[src/rtl/fdiv_seq.sv]
// Multicycle single-precision divider: Newton-Raphson reciprocal on one shared multiplier and adder, then a*recip.
// Optional FDIV_EARLY_EXIT_EN: power-of-two divisors skip the iteration and go straight to the final multiply.
module fdiv_seq #(
  parameter int ITERS = 3
) (
  input  logic        clk,
  input  logic        rst_n,
  input  logic        start,
  input  logic        flush,
  input  logic [31:0] op_a,
  input  logic [31:0] op_b,
  output logic        busy,
  output logic        out_valid,
  output logic [31:0] result,
  output logic        div_by_zero
);
  typedef enum logic [2:0] {IDLE, SEED_M, SEED_A, IT_M1, IT_A, IT_M2, FINAL, DONE} state_e;

  localparam logic [31:0] C32_17  = 32'h3FF0F0F1;
  localparam logic [31:0] C48_17  = 32'h4034B4B5;
  localparam logic [31:0] TWO     = 32'h40000000;
  localparam logic [2:0]  ITERS_W = 3'(ITERS);

  // Round-to-nearest-even multiply; exponent 0 is zero, underflow flushes to zero.
  function automatic logic [31:0] fp_mul(input logic [31:0] a, input logic [31:0] b);
    logic [47:0] p;
    logic [9:0]  e;
    logic [22:0] m;
    logic        g, st;
    logic [30:0] mag;
    p = {1'b1, a[22:0]} * {1'b1, b[22:0]};
    e = {2'b0, a[30:23]} + {2'b0, b[30:23]} - 10'd127;
    if (p[47]) begin
      m = p[46:24]; g = p[23]; st = |p[22:0]; e = e + 10'd1;
    end else begin
      m = p[45:23]; g = p[22]; st = |p[21:0];
    end
    mag = {e[7:0], m} + {30'd0, g & (st | m[0])};
    if (a[30:23] == 8'd0 || b[30:23] == 8'd0 || e[9] || e[8:0] == 9'd0)
      fp_mul = 32'd0;
    else
      fp_mul = {a[31] ^ b[31], mag};
  endfunction

  // Round-to-nearest-even add with guard/round/sticky bits.
  function automatic logic [31:0] fp_add(input logic [31:0] a, input logic [31:0] b);
    logic [31:0] x, y;
    logic [7:0]  d;
    logic [26:0] mx, my, sh;
    logic [27:0] s;
    logic [9:0]  e;
    logic [30:0] mag;
    logic        st;
    st = 1'b0;
    if (a[30:0] >= b[30:0]) begin x = a; y = b; end
    else begin x = b; y = a; end
    d  = x[30:23] - y[30:23];
    mx = {1'b1, x[22:0], 3'b000};
    my = {1'b1, y[22:0], 3'b000};
    if (d > 8'd26) begin
      sh = 27'd1;
    end else begin
      sh = my >> d;
      st = |(my & ((27'd1 << d) - 27'd1));
      sh[0] = sh[0] | st;
    end
    e = {2'b0, x[30:23]};
    if (x[31] == y[31]) s = {1'b0, mx} + {1'b0, sh};
    else                s = {1'b0, mx} - {1'b0, sh};
    if (s[27]) begin
      s = {1'b0, s[27:2], s[1] | s[0]};
      e = e + 10'd1;
    end else begin
      for (int i = 0; i < 26; i++) begin
        if (!s[26] && s != 28'd0) begin
          s = s << 1;
          e = e - 10'd1;
        end
      end
    end
    mag = {e[7:0], s[25:3]} + {30'd0, s[2] & (s[1] | s[0] | s[3])};
    if (x[30:23] == 8'd0)
      fp_add = 32'd0;
    else if (y[30:23] == 8'd0)
      fp_add = x;
    else if (s == 28'd0 || e[9] || e[8:0] == 9'd0)
      fp_add = 32'd0;
    else
      fp_add = {x[31], mag};
  endfunction

  state_e      state_q, state_d;
  logic [31:0] a_q, a_d, b_q, b_d, x_q, x_d, t_q, t_d, result_q, result_d;
  logic [2:0]  cnt_q, cnt_d;
  logic        dz_q, dz_d;

  logic [31:0] d_norm, recip, mul_a, mul_b, add_a, add_b, mul_y, add_y;

  assign d_norm = {1'b0, 8'd126, b_q[22:0]};
  // Undo the divisor normalisation by moving b's exponent into the reciprocal.
  assign recip  = {b_q[31], x_q[30:23] + 8'd126 - b_q[30:23], x_q[22:0]};

  always_comb begin
    mul_a = 32'd0;
    mul_b = 32'd0;
    add_a = TWO;
    add_b = t_q;
    case (state_q)
      SEED_M:  begin mul_a = d_norm; mul_b = C32_17; end
      IT_M1:   begin mul_a = d_norm; mul_b = x_q;    end
      IT_M2:   begin mul_a = x_q;    mul_b = t_q;    end
      FINAL:   begin mul_a = a_q;    mul_b = recip;  end
      default: ;
    endcase
    if (state_q == SEED_A) begin
      add_a = C48_17;
      add_b = {1'b0, t_q[30:0]};
    end
  end

  assign mul_y = fp_mul(mul_a, mul_b);
  assign add_y = fp_add(add_a, {~add_b[31], add_b[30:0]});

  always_ff @(posedge clk or negedge rst_n) begin
    if (!rst_n) begin
      state_q  <= IDLE;
      a_q      <= 32'd0;
      b_q      <= 32'd0;
      x_q      <= 32'd0;
      t_q      <= 32'd0;
      result_q <= 32'd0;
      cnt_q    <= 3'd0;
      dz_q     <= 1'b0;
    end else begin
      state_q  <= state_d;
      a_q      <= a_d;
      b_q      <= b_d;
      x_q      <= x_d;
      t_q      <= t_d;
      result_q <= result_d;
      cnt_q    <= cnt_d;
      dz_q     <= dz_d;
    end
  end

  always_comb begin
    state_d  = state_q;
    a_d      = a_q;
    b_d      = b_q;
    x_d      = x_q;
    t_d      = t_q;
    result_d = result_q;
    cnt_d    = cnt_q;
    dz_d     = dz_q;
    case (state_q)
      IDLE: begin
        if (start && !flush) begin
          a_d   = op_a;
          b_d   = op_b;
          cnt_d = 3'd0;
          dz_d  = 1'b0;
          if (op_a[30:23] == 8'd0 || op_b[30:23] == 8'd0) begin
            result_d = 32'd0;
            dz_d     = (op_b[30:23] == 8'd0);
            state_d  = DONE;
          end
`ifdef FDIV_EARLY_EXIT_EN
          else if (op_b[22:0] == 23'd0) begin
            x_d     = TWO;
            state_d = FINAL;
          end
`endif
          else begin
            state_d = SEED_M;
          end
        end
      end
      SEED_M: begin t_d = mul_y; state_d = SEED_A; end
      SEED_A: begin x_d = add_y; state_d = IT_M1;  end
      IT_M1:  begin t_d = mul_y; state_d = IT_A;   end
      IT_A:   begin t_d = add_y; state_d = IT_M2;  end
      IT_M2: begin
        x_d     = mul_y;
        cnt_d   = cnt_q + 3'd1;
        state_d = (cnt_d < ITERS_W) ? IT_M1 : FINAL;
      end
      FINAL:   begin result_d = mul_y; state_d = DONE; end
      DONE:    state_d = IDLE;
      default: state_d = IDLE;
    endcase
    if (flush && state_q != IDLE) begin
      state_d  = IDLE;
      result_d = result_q;
    end
  end

  always_comb begin
    busy        = (state_q != IDLE);
    out_valid   = (state_q == DONE);
    result      = result_q;
    div_by_zero = dz_q;
  end
endmodule

[config.mk]
export PLATFORM = sky130hd
export DESIGN_NAME = fdiv_seq
export DESIGN_NICKNAME = d
export VERILOG_FILES = /design/src/rtl/fdiv_seq.sv
export SDC_FILE = /design/constraint.sdc
export NUM_CORES = 2
export LEC_CHECK = 0
export BUFFER_PORTS_ARGS = -buffer_cell sky130_fd_sc_hd__buf_2
export CAP_MARGIN = 20
export CORE_ASPECT_RATIO = 0.5
export CORE_MARGIN = 3
export CORE_UTILIZATION = 30
export CTS_BUF_LIST = sky130_fd_sc_hd__clkbuf_8 sky130_fd_sc_hd__clkbuf_16
export DETAILED_ROUTE_END_ITERATION = 10
export PLACE_DENSITY = 0.44
export SLEW_MARGIN = 20
export SYNTH_ARGS = -nofsm -noshare
export SYNTH_HDL_FRONTEND = slang
export SYNTH_SLANG_ARGS = --single-unit
[constraint.sdc]
create_clock -name clk -period 78 [get_ports clk]
set_clock_uncertainty 0.2 [all_clocks]
set_input_delay 15.6 -clock clk [delete_from_list [all_inputs] [get_ports clk]]
set_output_delay 15.6 -clock clk [all_outputs]
set_load 0.05 [all_outputs]
; After elaboration in Yosys (flattened, before gate mapping)
; Index checks and enable logic that the tools add are counted.
[word_totals]
register_bits = 167
mem_count = 0
inputBits = 68
rom_bits = 0
output_inout_bits = 35
mem_bits_rw = 0
word_cells = 317
latch_bits = 0
[classes]
n_bitwise = 11
addsub = 39
n_shift = 2
mul = 1
eq_ne = 11
n_lt_le_gt_ge = 3
div_mod_pow = 0
n_mux = 133
n_reduce_logical = 109
[op_table]
columns = operator, count
row1 = $mux 28, 53
row2 = $reduce_bool 28->1, 26
row3 = $mux 10, 53
row4 = $mux 32, 9
row5 = $sub 10x1->10 const B, 25
row6 = $pmux 32 s2, 3
row7 = $pmux 32 s4, 1
row8 = $pmux 32 s3, 1
row9 = $add 31x1->31, 2
row10 = $logic_not 8->1, 6
row11 = $mul 24x24->48, 1
row12 = $ge 31x31->1, 1
row13 = $add 27x27->28, 1
row14 = $logic_and 1x1->1, 28
row15 = $logic_not 28->1, 1
row16 = $sub 27x27->28, 1
row17 = $and 27x27->27, 1
row18 = $logic_not 1->1, 27
row19 = $mux 27, 1
row20 = $reduce_or 27->1, 1
row21 = $shl 1x8->27 const A, 1
row22 = $shr 27x8->27, 1
row23 = $sub 27x1->27 const B, 1
row24 = $pmux 3 s8, 1
row25 = 35 further kinds, 63

; Longest topological paths before layout
[depth]
word_depth = 125
ltp_mapped = 116

; Least setup slack after synthesis
; Ideal clock, no wire load.
[synth_timing]
kind = register to register
from = reg state_q[0]
to = reg x_q[7]
setup_ns = 0.132
arrival_time_ns = 24.369
path_stages_with_launch = 104
required_ns = 77.668
setup_slack_ns = 53.299
path_buffers = 16
period_less_slack_ns = 24.701
cell_sequence = dfrtp_1 clkbuf_1 inv_1 nand3b_1 inv_1 clkbuf_1 ha_1 nor3b_1 o21ai_0 a2111oi_2 or3_1 buf_2 nor2_2 buf_4 buf_2 buf_2 clkbuf_1 o21ai_0 [68 not listed] inv_1 a21oi_1 ha_1 nor2_1 a311oi_1 ha_1 nand3_1 or4bb_1 mux2i_1 xor2_1 nor4_1 a211oi_1 nand3b_1 nand3b_1 a211o_1 nand2_2 buf_2 o21ai_1
[synth_via]
elab_chain_cells = 125
word_cells_on_any_way = 272
classes_between = add/sub (36) / mul (1) / order compare (2) / eq/ne (6) / shift (2) / mux (121) / bitwise (9) / reduce/logical (95)
[synth_lines]
columns = element, line
row1 = "start, declared", 92  ; state_e state_q, state_d;
row2 = "start signal, assigned", 135  ; state_q <= state_d;
row3 = "parallel branches: the longest is 125 deep, another holds $ge 31x31->1", -
row4 = "end signal, assigned", 129  ; x_q <= 32'd0;
row5 = "end signal, assigned", 138  ; x_q <= x_d;
row6 = "end, declared", 93  ; logic [31:0] a_q, a_d, b_q, b_d, x_q, x_d, t_q, t_d, result_q, result_d;
; Several ways; the timed one is not identified. The select of a mux whose other input is x is not followed.
; A chain may end at the register's enable or synchronous reset.

; Worst setup path after layout
[layout_timing]
from = reg state_q[2]
to = reg t_q[6]
[layout_via]
elab_chain_cells = 125
word_cells_on_any_way = 273
classes_between = add/sub (36) / mul (1) / order compare (2) / eq/ne (7) / shift (2) / mux (121) / bitwise (9) / reduce/logical (95)
[layout_lines]
columns = element, line
row1 = "parallel branches: the longest is 125 deep, another holds $ge 31x31->1", -
row2 = "end signal, assigned", 139  ; t_q <= t_d;
row3 = "end, declared", 93
; Several ways; the timed one is not identified. The select of a mux whose other input is x is not followed.

==> flow_summary.ini <==
[sta]
period_share = 0.386
finalWorstPathRequiredPeriod_ps = 30110
max_frequency_mhz = 33.2
slew-limit-headroom = 0.211
setup_tns_ps = 0
timing_max_transition_violations_final = 0
slew_at_the_pin_closest_to_its_max_slew_limit_ps = 1170
report.final.setup_viol = 0
final_hold_violation_count = 0
unrepaired_setup_endpoints_after_global_routing = no

[status]
run_status = finished clean

[place]
dp_hpwl_mm = 155
place.gp.congestion = 0.910
port-buffer-count = 102

[yosys]
ys_top_cells_by_count = sky130_fd_sc_hd__nand2_1, sky130_fd_sc_hd__inv_1, sky130_fd_sc_hd__nor2_1
area_of_the_mapped_netlist_um2 = 48000
synthMostInstantiatedCell = sky130_fd_sc_hd__nand2_1
synthDominantCellAreaShare = 0.202
number_of_nets_produced_by_synthesis = 7198
synth_area_leaders = sky130_fd_sc_hd__fa_1, sky130_fd_sc_hd__dfrtp_1, sky130_fd_sc_hd__ha_1
ys.warnings.count = 0
synth_sequential_area_ratio = 0.0870
postSynthAreaPerCell_um2 = 7.56
synth_flop_cell = sky130_fd_sc_hd__dfrtp_1
synth_largest_area_cell = sky130_fd_sc_hd__fa_1
synth-seq-cells = 167
synth_cells = 6353
synth_edf_count = 0
synth_async_reset_ratio = 1.00
synthDistinctLibCells = 137

[floorplanning]
io_pins = 103
die_w_um = 572
initial_core_util = 0.303
die_area_um2 = 165000
placeableCoreArea_um2 = 158000
rows = 103
die_height_um = 289

[layout]
total_number_of_nets_in_the_final_design = 7095
antennaDiodeCount = 0
post_route_cells_drive_above_1_share = 0.0869
area_grow_syn2layout_pct = 7.22

[clock_tree]
worst_setup_hold_path_clk_slew_ps = 90
cts-htree-levels = 4
cts.sink_count = 167
inserted_clock_buffers = 17
cts_tree = built
cts_resized = 0
hold_buffers = 0
clockRootBuffer = sky130_fd_sc_hd__clkbuf_16
max-clock-path-buffers = 2
cts_setup_buffers = 0
insertion_delay_ps = 500

[route]
detailedRoute.firstIterationViolations = 4299
drt.antenna.violating_nets = 0
drt_wl_total_mm = 198
route.vias.total = 46697
vias_per_cell = 5.58
drt-wirelength-per-cell_um = 23.6
dr.pass1.iters = 9
drcViolationCount = 0

[setup_path]
arr_time_crit_path_ps = 30240
cp_max_fo = 38
critical_setup_path_class = reg -> reg
cell_at_the_slowest_stage_of_the_critical_path = sky130_fd_sc_hd__dfrtp_2
critical_path.startpoint_type = flip-flop
critPathTopFamily = simple AND/OR/NAND/NOR gates
worst_setup_path_end_kind = flip-flop
critPathMaxStageDelay_ps = 780
critical_path.most_common_cell = sky130_fd_sc_hd__ha_1
critical_path_required_ps = 78130
critical_path.n_buffers_inverters = 8

[grt]
antenna_violations_before_repair = 3
largest_net_degree_at_the_start_of_global_routing = 63
grt.overflow.total = 0
via_count_of_the_first_global_routing_pass = 46334
grt_pass1_wl_mm = 301
grt.total_usage = 0.236

[hold_path]
worst_hold_path_type = reg -> reg

[job]
cap_viol_max_count = 0
==> logic make-up after synthesis <==
family                     count (synthesis)  synth area share
and+or+nand+nor                         2361             0.232
AOI/OAI and AO/OA                       1412             0.199
buffers and inverters                   1068            0.0863
adders and majority gates                779             0.279
xor gates and xnor gates                 319            0.0620
muxes                                    247            0.0556
DFF                                      167            0.0870
==> placed cells by master, fill, tap and decap left out, drive strengths merged, types with 19 or more instances in the layout <==
cell / count
nand2b: 59
or2: 40
a2111oi: 19
dfrtp: 167
and2: 81
mux2: 118
nor2b: 29
o221ai: 33
o22ai: 28
nand3: 170
or4: 19
inv: 698
a22o: 61
a211oi: 64
buf: 244
or3: 50
a21oi: 313
a22oi: 32
a21o: 63
nor3: 146
nand4: 68
mux2i: 126
o31ai: 39
and3: 66
xor2: 102
nor4: 49
o211ai: 61
xnor2: 211
a31oi: 64
o21bai: 46
o21ai: 340
ha: 292
clkbuf: 19
nand3b: 21
o21a: 42
fa: 485
nand2: 890
a211o: 19
nor2: 587
==> through the flow <==
stage / instance area [um2] / util / hold WS, ps / std cells / setup slack [ps]
CTS: 51500 / 0.325 / 296 / 8363 / 48330
floorplan: 48000 / - / 256 / 6353 / 53300
finish: 51500 / 0.325 / 295 / 8363 / 47890
global placement: 50900 / 0.321 / 269 / 8331 / 48760
detailed placement: 50900 / 0.321 / 273 / 8331 / 48460
global route: 51500 / 0.325 / 326 / 8363 / 45520
==> layout make-up <==
| cell class | instances | area (um2) |
|---|---|---|
| clock inverter | 14 | 185 |
| clock buffer | 18 | 439 |
| tap | 2100 | 2630 |
| timing repair buffer | 245 | 1590 |
| multi-input combinational | 5118 | 39800 |
| inverter | 701 | 2630 |
| fill | 17138 | 107000 |
| sequential | 167 | 4180 |
==> tightest hold or removal path: stages (launching register included) <==
cell,delay (ps)
sky130_fd_sc_hd__dfrtp_1,360
sky130_fd_sc_hd__nand2_1,50
sky130_fd_sc_hd__o21ai_0,60
==> routing by layer <==
| metal | part of all wire | global-route usage |
|---|---|---|
| met1 | 0.47 | 0.335 |
| met2 | 0.46 | 0.385 |
| met3 | 0.060 | 0.0258 |
| met4 | 0.019 | 0.0483 |
| met5 | 0.000061 | 0 |
==> registers in the layout (all words and copies together) (netlist names) <==
register     cells
x_q             32
div_by_zero      1
a_q             32
t_q             32
state_q          3
result          32
b_q             32
cnt_q            3
==> path summary, 6_finish.rpt <==
check / slack (ps) / start / to / depth (start not counted)
hold / removal: 290 / result[31] / result[31] / 2
hold reg to reg: 290 / result[31] / result[31] / 2
setup reg to reg: 47890 / state_q[2] / t_q[6] / 99
max in group asynchronous: 60700 / rst_n / t_q[23] / 3
min in group asynchronous: 14860 / rst_n / b_q[16] / 1
setup / recovery: 47890 / state_q[2] / t_q[6] / 99
Power is left out: the tool's default activity adds up to more than one toggle a clock period on the data nets, which glitch-free logic cannot reach.
